### src/rtl/usb_host_tx_scheduler.sv
// Packet-granular arbiter for the shared USB host PHY transmit path.
// Whole-packet grants, inter-packet gap, frame timer with end-of-frame guard, stall watchdog.

module usb_host_tx_req_lane #(
  parameter bit URGENT = 1'b0
) (
  input  logic valid_i,
  input  logic sel_i,
  input  logic phy_ready_i,
  input  logic eof_win_i,
  output logic elig_o,
  output logic ready_o
);
  // Only the urgent requester may open a packet inside the end-of-frame guard
  assign elig_o  = valid_i & (URGENT | ~eof_win_i);
  assign ready_o = sel_i & phy_ready_i;
endmodule

module usb_host_tx_scheduler #(
  parameter int NUM_REQ      = 4,
  parameter int FRAME_CYCLES = 60000,
  parameter int EOF_GUARD    = 1200,
  parameter int IPG_CYCLES   = 4,
  parameter int STALL_CYCLES = 256,
  localparam int GW  = (NUM_REQ > 1) ? $clog2(NUM_REQ) : 1,
  localparam int FW  = (FRAME_CYCLES > 1) ? $clog2(FRAME_CYCLES) : 1,
  localparam int SW  = $clog2(STALL_CYCLES + 1),
  localparam int GPW = $clog2(IPG_CYCLES + 2)
) (
  input  logic                 clk,
  input  logic                 rst_n,
  input  logic [NUM_REQ-1:0]   req_valid,
  input  logic [8*NUM_REQ-1:0] req_data,
  input  logic [NUM_REQ-1:0]   req_last,
  output logic [NUM_REQ-1:0]   req_ready,
  output logic [7:0]           phy_tx_data,
  output logic                 phy_tx_valid,
  input  logic                 phy_tx_ready,
  output logic                 grant_valid,
  output logic [GW-1:0]        grant_id,
  output logic                 frame_start,
  output logic                 err_stall
);

  typedef enum logic [1:0] {IDLE, XFER, GAP} state_e;

  state_e           st_q, st_d;
  logic [GW-1:0]    gid_q, gid_d;
  logic [GPW-1:0]   gap_q, gap_d;
  logic [SW-1:0]    stall_q, stall_d;
  logic [FW-1:0]    frm_q, frm_d;
  logic             fs_q, err_q, err_d;
  logic             frame_wrap, eof_win, xfer;
  logic [NUM_REQ-1:0] elig;
  logic             any_elig, acc, acc_last, stall_hit;
  logic [GW-1:0]    pick;

  // Frame timer
  always_comb begin
    frame_wrap = (frm_q == FW'(FRAME_CYCLES - 1));
    frm_d      = frame_wrap ? '0 : frm_q + FW'(1);
    eof_win    = (EOF_GUARD > 0) && (frm_q >= FW'(FRAME_CYCLES - EOF_GUARD));
  end

  assign xfer = (st_q == XFER);

  for (genvar i = 0; i < NUM_REQ; i++) begin : g_lane
    usb_host_tx_req_lane #(.URGENT(i == 0)) u_lane (
      .valid_i     (req_valid[i]),
      .sel_i       (xfer && (gid_q == GW'(i))),
      .phy_ready_i (phy_tx_ready),
      .eof_win_i   (eof_win),
      .elig_o      (elig[i]),
      .ready_o     (req_ready[i])
    );
  end

  // Lowest index wins
  always_comb begin
    any_elig = 1'b0;
    pick     = '0;
    for (int i = NUM_REQ - 1; i >= 0; i--) begin
      if (elig[i]) begin
        any_elig = 1'b1;
        pick     = GW'(i);
      end
    end
  end

  assign grant_valid  = xfer;
  assign grant_id     = gid_q;
  assign phy_tx_valid = xfer & req_valid[gid_q];
  assign phy_tx_data  = xfer ? req_data[{gid_q, 3'b000} +: 8] : 8'h00;
  assign frame_start  = fs_q;
  assign err_stall    = err_q;

  always_comb begin
    acc       = phy_tx_valid & phy_tx_ready;
    acc_last  = acc & req_last[gid_q];
    stall_hit = ~acc && (stall_q == SW'(STALL_CYCLES - 1));
  end

  always_comb begin
    st_d    = st_q;
    gid_d   = gid_q;
    gap_d   = gap_q;
    stall_d = stall_q;
    err_d   = 1'b0;
    unique case (st_q)
      IDLE: begin
        stall_d = '0;
        if (any_elig) begin
          gid_d = pick;
          st_d  = XFER;
        end
      end
      XFER: begin
        // A last-byte accept always wins over a coincident timeout
        if (acc) begin
          stall_d = '0;
          if (acc_last) begin
            st_d  = GAP;
            gap_d = GPW'(IPG_CYCLES);
          end
        end else if (stall_hit) begin
          st_d    = GAP;
          gap_d   = GPW'(IPG_CYCLES);
          stall_d = '0;
          err_d   = 1'b1;
        end else begin
          stall_d = stall_q + SW'(1);
        end
      end
      GAP: begin
        // Leave on the cycle the count reaches 1 (or starts at 0): GAP spans max(IPG,1) cycles
        if (gap_q != '0) gap_d = gap_q - GPW'(1);
        if (gap_q <= GPW'(1)) st_d = IDLE;
      end
      default: st_d = IDLE;
    endcase
  end

  always_ff @(posedge clk or negedge rst_n) begin
    if (!rst_n) begin
      st_q    <= IDLE;
      gid_q   <= '0;
      gap_q   <= '0;
      stall_q <= '0;
      frm_q   <= '0;
      fs_q    <= 1'b0;
      err_q   <= 1'b0;
    end else begin
      st_q    <= st_d;
      gid_q   <= gid_d;
      gap_q   <= gap_d;
      stall_q <= stall_d;
      frm_q   <= frm_d;
      fs_q    <= frame_wrap;
      err_q   <= err_d;
    end
  end

endmodule
### config.mk
export PLATFORM = sky130hd
export DESIGN_NAME = usb_host_tx_scheduler
export DESIGN_NICKNAME = d
export VERILOG_FILES = /design/src/rtl/usb_host_tx_scheduler.sv
export SDC_FILE = /design/constraint.sdc
export NUM_CORES = 1
export LEC_CHECK = 0
export ABC_AREA = 1
export CAP_MARGIN = 15
export CORE_MARGIN = 5
export CORE_UTILIZATION = 53
export DETAILED_ROUTE_END_ITERATION = 7
export PLACE_DENSITY = 0.86
export SLEW_MARGIN = 20
export SYNTH_ARGS = -nofsm -noshare
export SYNTH_HDL_FRONTEND = slang
export SYNTH_SLANG_ARGS = --single-unit
export TNS_END_PERCENT = 5
### constraint.sdc
create_clock -name clk -period 2.4 [get_ports clk]
set_input_delay 0.36 -clock clk [delete_from_list [all_inputs] [get_ports clk]]
set_output_delay 0.36 -clock clk [all_outputs]
set_load 0.01 [all_outputs]
==> out/metrics.csv <==
metric,value,unit
crit_fanout,9,
yosysSeqAreaShare,37.3,%
clock.fmax,433,MHz
start_kind,flop,
cts_buffer_depth,2,
cts_made_buffers,5,
finalCriticalPeriod,2.31,ns
tritoncts,yes,
outcome,finished clean,
syn_area,2280,sq um
relSlewSlack,66.9,%
grt_max_degree,35,
synth_top_area_share,37.3,%
cp_data_arrival_time,1.95,ns
synth_seq_cells,34,
drv_slew,0,
skew,0.00440,ns
crit_type,reg2out,
worstPathRequired,2.04,ns
min_path_type,reg2reg,
grt_use_met1,28.2,%
vias_per_cell,5.41,
multi_input_area,1220,sq um
core,4090,sq um
yosys.area.top_type,dfrtp_1,
crit_path_end_kind,primary output,
swShare,39.4,%
yosysUniqueCellTypes,36,
fin_cells,411,
rsz0062_at_grt,true,
p_leak,0.00155,uW
post-route-period-util,96.3,%
first_pass_iters,4,
synthesis.nets,348,
root_buffer,clkbuf_8,
io-pin-count,61,
clock_sinks,34,
ys.warnings.count,0,
dieArea,5720,sq um
synth_cells,298,
drt_iter0_markers,150,
peakVddDrop,0.596,mV
post_cts_resize_count,0,
total_power,2520,uW
p_int,1530,uW
ys_top_cells_by_area,"dfrtp_1 (37%), nand2_1 (11%), inv_1 (5.9%), nand3_1 (5.3%), nor2_1 (5.1%)",
area_growth,34.3,%
final_core_util,75.0,%
grt.busiest_layer,met2,
grt.overflow.total,0,
regArea,852,sq um
tightest_slew,0.492,ns
htreeDepth,2,
powerDensity,822,nW/um^2
dp_cells,404,
vias,2223,
seqPwrFrac,29.0,%
drive_gt1_share,11.1,%
syn_area_per_cell,7.65,sq um
hold_viol,0,
nFillCells,302,
numPortBuffers,60,
wl_per_cell,13.9,um
hpwl,4.46,mm
grt_pass1_vias,2211,
routed_wl,5.71,mm
start_util,55.8,%
fin_ws,0.0898,ns
use_met3,7.78,%
cts_hold_buf,0,
drc,0,
grt_use_total,22.4,%
die_y,75.6,um
p_sw,992,uW
antenna_found_initial,0,
final-setup-viol-count,0,
cts.reportedPaths.clkPinSlew,0.07,ns
clockPowerShare,21.2,%
rows,23,
ant_nets,0,
cap_viol_max_count,0,
cts_setup_buffers,0,
fin_nets,411,
die_width,75.6,um
num_antenna_cells,0,
grt_pass1_wl,9.87,mm
place.gp.congestion,0.858,
dp_slack,0.187,ns
clock_latency,0.28,ns
comb_power_share,49.8,%
gr-usage-met2,36.2,%
-- area by class of cell --
class,instances,area share [%]
clock buffer,6,2.69
clock inverter,1,0.980
inverter,41,5.10
multi-input combinational,214,39.7
sequential,34,27.8
tap,50,2.04
timing repair buffer,65,21.6
-- worst paths after layout --
| kind | to | cells past startpoint | startpoint | slack, ns |
|---|---|---|---|---|
| min in group asynchronous | frm_q[13] | 2 | rst_n | 0.49 |
| max in group asynchronous | grant_id[0] | 2 | rst_n | 1.58 |
| min | frm_q[0] | 1 | frm_q[0] | 0.47 |
| max reg2reg | stall_q[3] | 9 | grant_id[0] | 0.78 |
| max | phy_tx_data[0] | 5 | grant_id[1] | 0.09 |
| min reg2reg | frm_q[0] | 1 | frm_q[0] | 0.47 |
-- routing by layer --
| layer | vias up | part of all wire (%) | wire length [um] |
|---|---|---|---|
| li1 | 1090 | - | - |
| met1 | 1043 | 43 | 2480 |
| met2 | 82 | 47 | 2670 |
| met3 | 8 | 8.8 | 503 |
| met4 | 0 | 0.86 | 49 |
| met5 | - | 0 | 0 |
-- sequential cells by signal (all words and copies together), names as in the netlist --
signal,count
stall_q,9
st_q,2
grant_id,2
frame_start,1
err_stall,1
gap_q,3
frm_q,16
-- critical path: stages, from the launching register on --
cell and delay [ns]:
dfrtp_1 0.44, buf_4 0.20, nor2_4 0.21, a22oi_1 0.10, a31oi_1 0.15, clkdlybuf4s50_1 0.57
-- Yosys cell counts (all sizes together) --
master	count
nand3b	4
nand2	71
nor2	35
a21oi	5
clkbuf	1
and2	1
dfrtp	34
xnor2	2
nand4	8
o21ai	7
nor3	11
a22oi	8
xor2	10
nor4	1
ha	7
nand3	29
o22ai	2
inv	41
buf	8
o211ai	1
a31oi	8
or2	4
-- per-stage QoR --
| step | area, sq um | hold WS [ns] | setup TNS (ns) |
|---|---|---|---|
| final | 3060 | 0.465 | 0 |
| after global routing | 3060 | 0.487 | -0.0516 |
| after CTS | 3030 | 0.473 | 0 |
| after detailed placement | 2920 | 0.464 | 0 |
| after global placement | 2920 | 0.448 | 0 |
| after floorplan | 2280 | 0.0644 | 0 |
-- power groups by stage --
stage | sequential (uW) | clock, uW | combinational, uW
global route | 742 | 563 | 1400
detailed placement | 731 | 0 | 1260
CTS | 722 | 541 | 1270
global placement | 729 | 0 | 1250
floorplan | 709 | 0 | 781
finish | 731 | 533 | 1260
-- cells by family after synthesis --
group / Yosys count / share of synthesized area (%)
simple gates: 164 / 35.8
buf+inv: 50 / 9.76
flops: 34 / 37.3
compound gates: 31 / 8.67
xor+xnor: 12 / 4.61
fa+ha+maj: 7 / 3.84
-- cell usage in the layout (no fill, tap or decap), types with 3 or more instances in the layout --
cell type        synthesis  layout
nand2_2                  3       3
nor2_4                   1       3
nand3b_1                 4       4
nand3_1                 24      24
inv_1                   36      36
nand2_1                 68      68
dlymetal6s2s_1           0      10
nor3_1                   8       8
buf_4                    4       5
inv_2                    4       4
a22oi_1                  8       8
clkdlybuf4s50_1          0      50
xor2_1                  10      10
dfrtp_1                 34      33
nand3_2                  3       3
clkbuf_8                 0       6
or2_2                    3       3
nand4_1                  8       8
o21ai_0                  6       6
ha_1                     7       7
a31oi_1                  8       8
a21oi_1                  4       4
nor2_1                  31      31
Note: power is estimated with default switching activity, not from simulation.
